`src/rtl/mac_operand_feeder.sv`:
```
// Operand feeder for the MATRIX MAC: stores vectors A and B, clears the MAC,
// streams A[i]/B[i] pairs, waits for the MAC pipeline, then pulses done.
module mac_operand_feeder #(
    parameter int Nbits   = 4,
    parameter int LEN     = 4,
    parameter int AW      = 2,
    parameter int MAC_LAT = 1
) (
    input  logic             clk,
    input  logic             reset,
    input  logic             wr_en,
    input  logic             wr_sel,
    input  logic [AW-1:0]    wr_addr,
    input  logic [Nbits-1:0] wr_data,
    input  logic             start,
    output logic             busy,
    output logic             mac_clr,
    output logic [Nbits-1:0] multiplier,
    output logic [Nbits-1:0] multiplicand,
    output logic             done
);

    localparam int DEPTH = 1 << AW;
    localparam int DW    = (MAC_LAT > 1) ? $clog2(MAC_LAT) : 1;
    localparam logic [AW:0]    LEN_W      = (AW+1)'(LEN);
    localparam logic [AW-1:0]  LAST_IDX   = AW'(LEN - 1);
    localparam logic [DW-1:0]  DRAIN_LAST = DW'(MAC_LAT - 1);

    typedef enum logic [2:0] {
        IDLE,
        CLEAR,
        FEED,
        DRAIN,
        DONE
    } state_t;

    state_t           state, next_state;
    logic [AW-1:0]    idx, next_idx;
    logic [DW-1:0]    dcnt, next_dcnt;
    logic [Nbits-1:0] a_mem [DEPTH];
    logic [Nbits-1:0] b_mem [DEPTH];
    logic             wr_ok;

    assign wr_ok = wr_en && (state == IDLE) && ({1'b0, wr_addr} < LEN_W);

    always_ff @(posedge clk or posedge reset) begin
        if (reset) begin
            for (int i = 0; i < DEPTH; i++) begin
                a_mem[i] <= '0;
                b_mem[i] <= '0;
            end
        end else if (wr_ok) begin
            if (wr_sel)
                b_mem[wr_addr] <= wr_data;
            else
                a_mem[wr_addr] <= wr_data;
        end
    end

    always_comb begin
        next_state = state;
        next_idx   = idx;
        next_dcnt  = dcnt;
        case (state)
            IDLE: begin
                if (start)
                    next_state = CLEAR;
            end
            CLEAR: begin
                next_state = FEED;
                next_idx   = '0;
            end
            FEED: begin
                if (idx == LAST_IDX) begin
                    next_state = DRAIN;
                    next_idx   = '0;
                    next_dcnt  = '0;
                end else begin
                    next_idx = idx + 1'b1;
                end
            end
            DRAIN: begin
                if (dcnt == DRAIN_LAST)
                    next_state = DONE;
                else
                    next_dcnt = dcnt + 1'b1;
            end
            DONE: begin
                next_state = IDLE;
            end
            default: begin
                next_state = IDLE;
                next_idx   = '0;
                next_dcnt  = '0;
            end
        endcase
    end

    // Outputs are registered from the next state/index so they line up with the state they describe.
    always_ff @(posedge clk or posedge reset) begin
        if (reset) begin
            state        <= IDLE;
            idx          <= '0;
            dcnt         <= '0;
            busy         <= 1'b0;
            mac_clr      <= 1'b0;
            done         <= 1'b0;
            multiplier   <= '0;
            multiplicand <= '0;
        end else begin
            state        <= next_state;
            idx          <= next_idx;
            dcnt         <= next_dcnt;
            busy         <= (next_state != IDLE);
            mac_clr      <= (next_state == CLEAR);
            done         <= (next_state == DONE);
            multiplier   <= (next_state == FEED) ? a_mem[next_idx] : '0;
            multiplicand <= (next_state == FEED) ? b_mem[next_idx] : '0;
        end
    end

endmodule

```
`config.mk`:
```
export PLATFORM = sky130hd
export DESIGN_NAME = mac_operand_feeder
export DESIGN_NICKNAME = d
export VERILOG_FILES = /design/src/rtl/mac_operand_feeder.sv
export SDC_FILE = /design/constraint.sdc
export NUM_CORES = 1
export LEC_CHECK = 0
export BUFFER_PORTS_ARGS = -buffer_cell sky130_fd_sc_hd__buf_2
export CELL_PAD_IN_SITES_DETAIL_PLACEMENT = 0
export CELL_PAD_IN_SITES_GLOBAL_PLACEMENT = 1
export CORE_ASPECT_RATIO = 0.9
export CORE_MARGIN = 2
export CORE_UTILIZATION = 52
export DETAILED_ROUTE_END_ITERATION = 6
export HOLD_SLACK_MARGIN = 0.02
export PLACE_DENSITY = 0.93
export SLEW_MARGIN = 25
export SYNTH_ARGS = -nofsm -noshare
export SYNTH_HDL_FRONTEND = slang
export SYNTH_SLANG_ARGS = --single-unit
```
`constraint.sdc`:
```
create_clock -name clk -period 3.6 [get_ports clk]
set_clock_uncertainty 0.1 [all_clocks]
set_input_delay 0.72 -clock clk [delete_from_list [all_inputs] [get_ports clk]]
set_output_delay 0.72 -clock clk [all_outputs]
set_load 0.02 [all_outputs]
```
Word level (Yosys, flattened, before mapping)
Index checks and enable logic that the tools add are counted.
{"block": "op_classes", "addsub": 2, "order_cmp": 3, "eq_ne": 9, "mux": 21, "n_bitwise": 4, "reduce_logical": 9}
{"op": "bitwise mux 16 bit", "n": 2}
{"op": "2-to-1 mux 4 bit", "n": 7}
{"op": "binary-select mux 4 bit (select 2 bit)", "n": 2}
{"op": "case mux 3 bit (4 select lines)", "n": 1}
{"op": "== test 3 x 2 -> 1 bit, second input constant", "n": 3}
{"op": "2-to-1 mux 3 bit", "n": 3}
{"op": "demux 4 bit (select 2 bit)", "n": 1}
{"op": "== test 3 x 1 -> 1 bit, second input constant", "n": 2}
{"op": "== test 3 bit, second input constant", "n": 2}
{"op": ">= comparator 3 bit, second input constant", "n": 2}
{"op": "inverter 2 -> 3 bit", "n": 2}
{"op": "AND reduction 2 bit", "n": 3}
{"op": "OR reduction 3 bit", "n": 2}
{"op": "case mux 2 bit (2 select lines)", "n": 1}
{"op": "logical NOT 3 bit", "n": 1}
{"op": "< comparator 3 x 1 -> 1 bit, second input constant", "n": 1}
{"op": "case mux 1 bit (3 select lines)", "n": 1}
{"op": "nonzero test 3 bit", "n": 1}
{"op": "adder 2 x 1 -> 2 bit, second input constant", "n": 1}
{"op": "== test 2 bit, second input constant", "n": 1}
{"op": "logical AND 1 bit", "n": 2}
{"op": "2-to-1 mux 1 bit", "n": 2}
{"op": "2-to-1 mux 2 bit", "n": 1}
{"op": "!= test 2 bit, second input constant", "n": 1}
{"op": "other kinds (2)", "n": 3}
{"block": "word_totals", "reg_bits": 49, "output_inout_bits": 11, "word_cells": 64}

Logic depth before layout (Yosys ltp)
{"block": "logic_depth", "depth_word": 8, "depth_mapped": 7, "mapped_depth_nobuf": 5}

Worst setup path before layout
OpenSTA, ideal clock, no wires.
{"block": "synth_path", "path_type": "input to register", "start": "in wr_en", "end": "reg a_mem[10] (netlist name)", "arrival_time_ps": 1699, "required_time_ps": 3375, "setup_slack_ps": 1677, "stages": 4, "cell_sequence": "nor4b_4 -> nand2b_4 -> nor3b_4 -> mux2_2"}
{"block": "synth_via", "elab_chain_cells": 2}
{"element": "start: declaration", "line": "11", "rtl": "input logic wr_en,"}
{"element": "logical AND 1 bit", "line": "44", "rtl": "assign wr_ok = wr_en && (state == IDLE) && ({1'b0, wr_addr} < LEN_W);"}
{"element": "AND reduction 2 bit (no source line)"}
{"element": "end signal: indexed assignment", "line": "56", "rtl": "a_mem[wr_addr] <= wr_data;"}
{"element": "end: declaration", "line": "40", "rtl": "logic [Nbits-1:0] a_mem [DEPTH];"}
No other way between the ends.
A chain may end at the register's enable or synchronous reset.

Worst setup path in the final report
{"block": "layout_path", "start": "reg idx[0]", "end": "reg multiplicand[3]"}
{"block": "layout_via", "elab_chain_cells": 8, "elab_cells_between_ends": 12, "classes_between": "1 x add/sub; 2 x eq/ne; 8 x mux; 1 x bitwise"}
{"element": "start: declaration", "line": "38", "rtl": "logic [AW-1:0] idx, next_idx;"}
{"element": "start signal: assignment", "line": "112", "rtl": "idx <= next_idx;"}
{"element": "adder 2 x 1 -> 2 bit or == test 2 bit (tied branches)", "line": "79, 74"}
{"element": "2-to-1 mux 2 bit", "line": "74", "rtl": "if (idx == LAST_IDX) begin"}
{"element": "case mux 2 bit (2 select lines)", "line": "64", "rtl": "case (state)"}
{"element": "inverter 2 -> 3 bit (implied by the code)", "line": "118", "rtl": "multiplicand <= (next_state == FEED) ? b_mem[next_idx] : '0;"}
{"element": "binary-select mux 4 bit (select 2 bit)", "line": "118"}
{"element": "2-to-1 mux 4 bit (implied by the code) (2 in series)", "line": "118"}
{"element": "2-to-1 mux 4 bit (*)", "line": "118"}
{"element": "end signal: assignment", "line": "118"}
{"element": "end: declaration", "line": "19", "rtl": "output logic [Nbits-1:0] multiplicand,"}
Mark *: on every way between the ends. The rest lies on a longest branch, timed or not. The select of a mux whose other input is x is not followed.

==> metrics.md <==
| Metric | Value |
|---|---|
| Tmin final | 2580 ps |
| Min-delay src | a_mem[0]$_DFFE_PP0P_ |
| Netlist Area Pre-Place | 2190 sq um |
| P&R area growth vs syn | 9.03% |
| Cell accounting for the most synthesized area | dfrtp_1 |
| Vias | 1260 |
| Nets@finish | 186 |
| Syn nets | 164 |
| CP arrival | 2620 ps |
| Commonest non-fill, non-tap cell in the layout | dfrtp_1 |
| Fillers | 345 |
| Slew Viols, Final | 0 |
| Starting Density | 0.537 |
| Final ANT Viol Nets | 0 |
| Clk sink count | 48 |
| H-tree Lvls | 2 |
| Cell depth of the worst setup path | 5 |
| Final setup vio count | 0 |
| Longest Clk Path Bufs | 2 |
| # diodes | 0 |
| Status | complete, no violations |
| HPWL after detailed placement | 2770 um |
| Min-Delay Endpoint | a_mem[0]$_DFFE_PP0P_ |
| Initial DRC count | 59 |
| Fin worst setup slack | 1020 ps |
| Post-place setup slack | 1010 ps |
| P per Cell Area | 856 nW/um^2 |
| R2r startpoint | idx[0]$_DFF_PP0_ |
| Post-synth top area share | 0.549 |
| CTS root buffer | clkbuf_8 |
| Wire per inst | 17.3 um |
| Slowest cell delay on critical path | 780 ps |
| Cells on Worst Hold Path | 1 |
| DR pass1 iterations | 4 |
| Synth Warn # | 0 |
| Number of global-route vias before repair | 1388 |
| Worst setup SP type | flop |
| Post-synthesis sequential area ratio | 0.549 |
| R2R cell count | 5 |
| Pleak | 1.13 nW |
| Port buffer count | 21 |
| Number of synthesized flops with an enable pin | 0 |
| Most frequent cells in the layout | 48 x dfrtp_1, 31 x mux2_2, 21 x buf_2, 15 x mux2i_1, 7 x clkbuf_8 |
| Synth area leaders | dfrtp_1 55%, mux2_2 16%, mux2i_1 6.9%, nand3b_4 1.8%, nor3b_4 1.7% |
| Die outline width | 72.4 um |
| Setup_tns | 0 ps |
| Main synth FF type | dfrtp_1 |
| Cell variety after synth | 34 |
| Synthesized area per cell | 14.4 sq um |
| Cells after Synth | 152 |
| Type of the worst setup path | reg2reg |
| Max-capacitance violation count | 0 |
| First-pass GRT wire length | 6680 um |
| Period utilization | 0.717 |
| Tot Pwr | 0.00204 W |
| I/O pin count | 22 |
| CTS tree | built |
| Layout cells sized above 1 | 0.425 |
| Critical Path, Cell by Cell | ha_1 -> nor4b_1 -> a211o_1 -> mux2i_1 -> o221ai_1 |
| Worst skew pair latency | 290 ps |
| GRT Util Overall | 0.188 |
| Initial antenna violation count | 0 |
| Post-CTS Setup Repair Bufs | 0 |
| Share of flip-flops with an asynchronous set or reset | 1.00 |
| CP top delay family | compound AO/OA/AOI/OAI gates |
| Die height | 65.5 um |
| Critical Path RT | 3640 ps |
| Row cnt | 22 |
| Worst Tran Pin Value | 867 ps |
| Core Region | 4070 sq um |
| Worst-path clk slew | 80 ps |
| TritonCTS buffer count | 5 |
| RSZ-0062 raised after global routing | false |
| Reg2reg end | multiplicand[3]$_DFF_PP0_ |
| Pin count of the biggest net entering global routing | 49 |
| Synthesis-stage register bit count | 48 |
| CP endpoint kind | flop |
| Grt total ovfl | 0 |
| Die area | 4740 sq um |
| Max IR drop VDD | 0.425 mV |
| Hold Crit Class | reg2reg |
| GPL Wtd Cong | 0.747 |
| Worst Path Max Fanout | 19 |
| Aggregate routed wire length | 3830 um |
| FF-to-FF setup slack | 1020 ps |
| Post-cts hold buffer count | 0 |
| Max-slew headroom | 0.422 |
| WP buf/inv | 0 |
| Hold Fails Final Rpt | 0 |
| F_max | 0.387 GHz |
| Number of remaining DRC errors | 0 |
| Post-cts repair resize count | 0 |
| CP max stage cell | a211o_1 |
| Vias/cell | 5.68 |
| Critical Path Start | idx[0]$_DFF_PP0_ |
-- cells by family (layout without fill, tap and decap cells) --
logic type,count (synthesis),after routing,synth area share
DFF,48,48,0.549
muxes,47,47,0.235
and+or+nand+nor,34,34,0.136
AOI/OAI and AO/OA,12,12,0.0360
buffers and inverters,9,31,0.0349
adders and majority gates,1,1,0.00572
xor gates and xnor gates,1,1,0.00400
-- registers in the layout, summed over array words and instances, names as in the netlist --
register / flops
b_mem: 16
done: 1
multiplicand: 4
busy: 1
mac_clr: 1
idx: 2
multiplier: 4
state: 3
a_mem: 16
-- metrics by stage --
step	instance area [sq um]	hold WS (ps)	std cells	util
6_report	2390	409	222	0.586
5_1_grt	2390	431	222	0.586
4_1_cts	2380	413	222	0.585
3_5_place_dp	2290	394	215	0.562
3_3_place_gp	2290	386	215	0.562
2_1_floorplan	2190	371	152	-
-- power by group --
part / total [W] / internal (W) / leakage [nW] / switching [W]
clock: 0.000337 / 0.000171 / 0.0503 / 0.000166
sequential: 0.000936 / 0.000774 / 0.603 / 0.000162
combinational: 0.000771 / 0.000389 / 0.473 / 0.000381
-- Yosys cell counts, types with 2 or more instances --
cell / n
dfrtp_1: 48
mux2_2: 31
mux2i_1: 15
nand2_1: 6
o22ai_1: 6
nor2_1: 5
buf_6: 3
inv_1: 3
nor4b_1: 3
a21oi_1: 2
nand3_1: 2
nand3b_4: 2
nor3_1: 2
nor3b_1: 2
nor3b_4: 2
o221ai_1: 2
-- area by class of cell --
class,instances,area [sq um],area share
clock buffers,7,96.3,0.0404
multi-input cells,95,911,0.382
well taps,48,60.1,0.0252
flip-flops and latches,48,1200,0.503
repair buffers,21,105,0.0440
inverters,3,12.5,0.00524
-- worst max path at each step --
stage	endpoint	slack, ps
2_1_floorplan	a_mem[0]$_DFFE_PP0P_	1640
3_3_place_gp	multiplicand[3]$_DFF_PP0_	1210
3_5_place_dp	multiplicand[3]$_DFF_PP0_	1010
4_1_cts	multiplicand[3]$_DFF_PP0_	980
5_1_grt	multiplicand[3]$_DFF_PP0_	880
6_report	multiplicand[3]$_DFF_PP0_	1020
-- layer usage --
layer | wire length, um | up-vias | part of all wire | track usage
li1 | - | 590 | - | -
met1 | 1760 | 640 | 0.46 | 0.235
met2 | 1890 | 24 | 0.49 | 0.314
met3 | 137 | 6 | 0.036 | 0.0460
met4 | 48 | 0 | 0.013 | 0.0741
met5 | 0 | - | 0 | 0
(Power assumes the default switching activity.)
